**config.mk**
```make
export PLATFORM = sky130hd
export DESIGN_NAME = alu_controller
export DESIGN_NICKNAME = d
export VERILOG_FILES = /design/src/rtl/alu_controller.sv
export SDC_FILE = /design/constraint.sdc
export NUM_CORES = 1
export LEC_CHECK = 0
export ABC_AREA = 1
export ABC_CLOCK_PERIOD_IN_PS = 1500
export CAP_MARGIN = 20
export CORE_AREA = 4 4 41 43
export DETAILED_ROUTE_END_ITERATION = 8
export DIE_AREA = 0 0 45 47
export PLACE_DENSITY_LB_ADDON = 0.25
export SYNTH_ARGS = -nofsm -noshare
export SYNTH_HDL_FRONTEND = slang
export SYNTH_SLANG_ARGS = --single-unit
```
**constraint.sdc**
```tcl
create_clock -name clock -period 1.5 [get_ports clock]
set_clock_uncertainty 0.2 [all_clocks]
set_input_delay 0.45 -clock clock [delete_from_list [all_inputs] [get_ports clock]]
set_output_delay 0.45 -clock clock [all_outputs]
set_load 0.05 [all_outputs]
```
**src/rtl/alu_controller.sv**
```systemverilog
// ---------------------------------------------------------------------------------------------
// alu_controller
//
// Purpose:
//   Translates RISC-V funct7/funct3 and the main-control qualifiers into a 4-bit ALU operation
//   code and an operand-negate request. It sits between the main control decoder and the ALU.
//   Both outputs are registered, so a change at the inputs appears after the next rising edge.
//
// Ports:
//   clock            in   1     system clock, rising-edge active
//   reset            in   1     synchronous, active-high reset (ALUOp=ADD, negate=0)
//   Funct7           in   7     instruction bits [31:25]
//   Funct3           in   3     instruction bits [14:12]
//   MemRead          in   1     load instruction
//   MemWrite         in   1     store instruction
//   MemToReg         in   1     writeback-from-memory select
//   ALUSrc           in   2     00 reg/reg, 01 reg/imm, 10 PC+imm (AUIPC), 11 imm pass (LUI)
//   ALUOp            out  OP_W  registered ALU operation code
//   ALUControlNegate out  1     registered compare request (inverted B plus carry-in)
//   IllegalOp        out  1     registered illegal R-type flag (only with the macro below)
//
// Configuration:
//   ALU_CTRL_ILLEGAL_DET_EN  when defined, adds the IllegalOp output port.
// ---------------------------------------------------------------------------------------------
module alu_controller #(
    parameter int unsigned OP_W = 4
) (
    input  logic            clock,
    input  logic            reset,
    input  logic [6:0]      Funct7,
    input  logic [2:0]      Funct3,
    input  logic            MemRead,
    input  logic            MemWrite,
    input  logic            MemToReg,
    input  logic [1:0]      ALUSrc,
    output logic [OP_W-1:0] ALUOp,
    output logic            ALUControlNegate
`ifdef ALU_CTRL_ILLEGAL_DET_EN
    ,
    output logic            IllegalOp
`endif
);

    // ALU operation encoding; 1011-1111 are never produced.
    localparam logic [OP_W-1:0] OP_AND   = 4'b0000;
    localparam logic [OP_W-1:0] OP_OR    = 4'b0001;
    localparam logic [OP_W-1:0] OP_ADD   = 4'b0010;
    localparam logic [OP_W-1:0] OP_XOR   = 4'b0011;
    localparam logic [OP_W-1:0] OP_SLL   = 4'b0100;
    localparam logic [OP_W-1:0] OP_SRL   = 4'b0101;
    localparam logic [OP_W-1:0] OP_SUB   = 4'b0110;
    localparam logic [OP_W-1:0] OP_SLT   = 4'b0111;
    localparam logic [OP_W-1:0] OP_SRA   = 4'b1000;
    localparam logic [OP_W-1:0] OP_SLTU  = 4'b1001;
    localparam logic [OP_W-1:0] OP_PASSB = 4'b1010;

    // Operand classes carried on ALUSrc.
    localparam logic [1:0] SRC_RR    = 2'b00;
    localparam logic [1:0] SRC_RI    = 2'b01;
    localparam logic [1:0] SRC_AUIPC = 2'b10;
    localparam logic [1:0] SRC_LUI   = 2'b11;

    localparam logic [6:0] F7_BASE = 7'b0000000;
    localparam logic [6:0] F7_ALT  = 7'b0100000;

    logic            w_mem_access;
    logic            w_f7_base;
    logic            w_f7_alt;
    logic [OP_W-1:0] w_op_rr;
    logic            w_illegal_rr;
    logic [OP_W-1:0] w_op_ri;
    logic [OP_W-1:0] w_op;
    logic            w_negate;
    logic            w_illegal;

    logic [OP_W-1:0] r_alu_op;
    logic            r_negate;
    logic            r_illegal;

    assign w_mem_access = MemRead | MemWrite | MemToReg;
    assign w_f7_base    = (Funct7 == F7_BASE);
    assign w_f7_alt     = (Funct7 == F7_ALT);

    // R-type decode. Any funct7 other than the base/alt patterns (including the M extension's
    // 0000001) and any alt pattern outside ADD/SUB and SRL/SRA falls back to ADD and is flagged.
    always_comb begin
        w_op_rr      = OP_ADD;
        w_illegal_rr = 1'b0;
        if (w_f7_base) begin
            case (Funct3)
                3'b000:  w_op_rr = OP_ADD;
                3'b001:  w_op_rr = OP_SLL;
                3'b010:  w_op_rr = OP_SLT;
                3'b011:  w_op_rr = OP_SLTU;
                3'b100:  w_op_rr = OP_XOR;
                3'b101:  w_op_rr = OP_SRL;
                3'b110:  w_op_rr = OP_OR;
                default: w_op_rr = OP_AND;
            endcase
        end else if (w_f7_alt && (Funct3 == 3'b000)) begin
            w_op_rr = OP_SUB;
        end else if (w_f7_alt && (Funct3 == 3'b101)) begin
            w_op_rr = OP_SRA;
        end else begin
            w_op_rr      = OP_ADD;
            w_illegal_rr = 1'b1;
        end
    end

    // I-type decode. There is no SUBI, so funct7 only matters for the shift-right variant,
    // where bit 30 of the instruction (Funct7[5]) picks arithmetic over logical.
    always_comb begin
        w_op_ri = OP_ADD;
        case (Funct3)
            3'b000:  w_op_ri = OP_ADD;
            3'b001:  w_op_ri = OP_SLL;
            3'b010:  w_op_ri = OP_SLT;
            3'b011:  w_op_ri = OP_SLTU;
            3'b100:  w_op_ri = OP_XOR;
            3'b101:  w_op_ri = Funct7[5] ? OP_SRA : OP_SRL;
            3'b110:  w_op_ri = OP_OR;
            default: w_op_ri = OP_AND;
        endcase
    end

    // Priority: memory access address add, then AUIPC, LUI, R-type, I-type.
    always_comb begin
        w_op      = OP_ADD;
        w_illegal = 1'b0;
        if (w_mem_access) begin
            w_op = OP_ADD;
        end else begin
            case (ALUSrc)
                SRC_AUIPC: w_op = OP_ADD;
                SRC_LUI:   w_op = OP_PASSB;
                SRC_RR: begin
                    w_op      = w_op_rr;
                    w_illegal = w_illegal_rr;
                end
                SRC_RI:    w_op = w_op_ri;
                default:   w_op = OP_ADD;
            endcase
        end
    end

    // Only the compares use the inverted-B/carry-in path; SUB carries subtraction in its own code.
    assign w_negate = (w_op == OP_SLT) || (w_op == OP_SLTU);

    always_ff @(posedge clock) begin
        if (reset) begin
            r_alu_op  <= OP_ADD;
            r_negate  <= 1'b0;
            r_illegal <= 1'b0;
        end else begin
            r_alu_op  <= w_op;
            r_negate  <= w_negate;
            r_illegal <= w_illegal;
        end
    end

    assign ALUOp            = r_alu_op;
    assign ALUControlNegate = r_negate;

`ifdef ALU_CTRL_ILLEGAL_DET_EN
    assign IllegalOp = r_illegal;
`else
    // Flag register is still computed so both builds share one decode; it simply has no consumer.
    logic w_illegal_unused;
    assign w_illegal_unused = r_illegal;
`endif

endmodule

```
==> out/qor.yml <==
outcome: "completed"
relSlewSlack: 0.8696
hp-class: "in -> reg"
syn_area_um2: 392.9
fillers: 138
postRouteAntennaNets: 0
synthesis.area_per_instance_um2: 5.457
drive_above_1_share: 0.3010
stdcell_count: 118
synth_nets: 89
htree_levels: 1
grt_pass1_vias: 450
yosys_register_bits: 5
cp-end-kind: "register"
drt_wl_total_um: 962
gp_congestion: 0.8560
drv_cap: 0
coreArea_mm2: 0.001301
avgViaCountPerCell: 4.407
yosysSeqAreaShare: 0.2548
required_ps: 1440
yosysUniqueCellTypes: 15
tightest_slew_ps: 193.5
multi_input_area_um2: 276.5
clk_path_buf_depth: 2
max_freq_ghz: 0.7047
crit_start: "Funct3[1]"
layout_worst_path_cycle_share: 0.9461
yosysTopAreaCell: "nand2_1"
cellPowerDensity_mw_per_mm2: 514.0
ir_drop_v: 0.0001578
dpl_cell_area_um2: 709.4
dieArea_mm2: 0.002115
timing.hold.ws_ps: 416.6
drc: 0
vias: 520
dp_hpwl_um: 855.5
cts_hold_buf: 0
start_util: 0.3019
synth.top_cell.area_share: 0.2675
final_nets: 121
final-seq-area_um2: 100.1
area_delta_synth_final_pct: 94.90
n_antenna_cell: 0
synthCells: 72
p_seq_frac: 0.343
cts.sinks: 5
antenna_found_initial: 0
swShare: 0.2686
final.min_clock_period_ps: 1419
grt_overflow: 0
pwr-share-comb: 0.264
hold_viol: 0
drt_iter0_markers: 4
path_class: "in -> reg"
cp-start-kind: "primary input"
place_inst: 113
synthTopCellsByArea: "nand2_1 27%, dfxtp_1 25%, inv_1 11%"
numPortBuffers: 21
p_sw_w: 0.0001057
crit_fanout: 5
cp.arrival_ps: 1360
min_from: "Funct3[2]"
maxSlewViolCount: 0
rsz0062_at_grt: "yes"
p_leak_nw: 0.4282
cts_tree: "yes"
finalSetupViolations: 0
drt_pass1_iterations: 2
grt_max_degree: 6
cts_buffers: 3
ioPinCount: 22
cts_root_buffer: "clkbuf_4"
die_h_um: 47
ys_warn_count: 0
path_clk_slew_ps: 40
grt_pass1_wl_mm: 1.711
fin_area_um2: 765.7
clockPowerShare: 0.392
intPower_w: 0.0002879
grt.total_usage: 0.1156
wire_per_inst_um: 8.153
die_x_um: 45
rows: 13
==> worst paths after layout <==
check	to	cells past startpoint
max	ALUOp[3]$_SDFF_PP0_	9
min	ALUControlNegate$_SDFF_PP0_	4
==> state kept, by name, indices dropped and copies added, names as in the netlist <==
| signal | cells |
|---|---|
| ALUControlNegate | 1 |
| ALUOp | 4 |
==> layout make-up <==
cell class,instances,share of cell area
Clock buffer,4,0.03431
Inverter,13,0.06373
Multi-Input combinational cell,54,0.3611
Sequential cell,5,0.1307
Tap cell,15,0.02451
Timing Repair Buffer,27,0.3856
==> routing by layer <==
metal,GRT usage,up-vias,routed length [um],share of wire
li1,-,280,-,-
met1,0.1259,221,366,0.38
met2,0.1893,15,491,0.51
met3,0.03448,4,66,0.069
met4,0.08772,0,37,0.038
met5,0,-,0,0
==> cells by family after synthesis <==
| logic type | Yosys count | synth area share |
|---|---|---|
| AO/OA/AOI/OAI | 5 | 0.07644 |
| buffers and inverters | 13 | 0.1242 |
| flip-flops | 5 | 0.2548 |
| AND/OR/NAND/NOR | 49 | 0.5446 |
==> worst max-delay path, stage by stage <==
cell	delay, ps
dlygate4sd2_1	290
nand2_1	130
nor2_2	50
inv_1	50
nand3_1	70
nand2_1	60
clkinv_1	80
o21ai_1	140
inv_1	40
==> placed cells by master (no fill, tap or decap) <==
cell type and instances:
a21oi_2 1, a31oi_1 1, buf_12 5, buf_4 6, clkbuf_1 1, clkbuf_2 1
clkbuf_4 3, clkdlybuf4s15_1 1, clkdlybuf4s50_1 1, clkinv_1 1, dfxtp_1 5, dlygate4sd2_1 10
dlymetal6s2s_1 3, inv_1 11, inv_2 1, nand2_1 27, nand2_2 4, nand3_1 5
nand3_2 2, nor2_1 3, nor2_2 5, nor2_4 2, nor3_2 1, o21ai_0 1
o21ai_1 2
==> cells in the mapped netlist <==
master and count:
dfxtp_1 5, nor3_1 1, nor2_1 7, o21ai_0 2
nand2_2 3, inv_2 1, a31oi_1 1, nand3_2 1
clkinv_1 1, nand3_1 6, inv_1 11, nand2_1 28
o21ai_1 1, a21oi_2 1, nor2_2 3
==> power by group through the flow <==
stage	Sequential [W]	Combinational [W]	Clock, W
after detailed placement	0.000137	0.000108	0
final	0.000135	0.000104	0.000154
after global placement	0.000137	0.000106	0
after floorplan	0.000140	0.0000380	0
after global routing	0.000135	0.000117	0.000170
after CTS	0.000135	0.000103	0.000159
==> metrics by stage <==
stage / worst slack, ps / TNS, ps / utilization / power, W
2_1_floorplan: 131.1 / 0 / - / 0.0001781
3_3_place_gp: -419.7 / -1808 / 0.5452 / 0.0002436
3_5_place_dp: -437.0 / -1920 / 0.5452 / 0.0002452
4_1_cts: 6.924 / 0 / 0.5731 / 0.0003969
5_1_grt: -24.48 / -38.11 / 0.5885 / 0.0004223
6_report: 80.91 / 0 / 0.5885 / 0.0003936
==> what timing repair did <==
item | in CTS | in global routing
setup endpoints to repair | 5 | 5
gates resized for setup | 17 | 11
cloned | 0 | 0
pin swaps | 13 | 5
setup buffers | 1 | 0
hold endpoints to repair | 0 | 0
(Power assumes the default switching activity.)
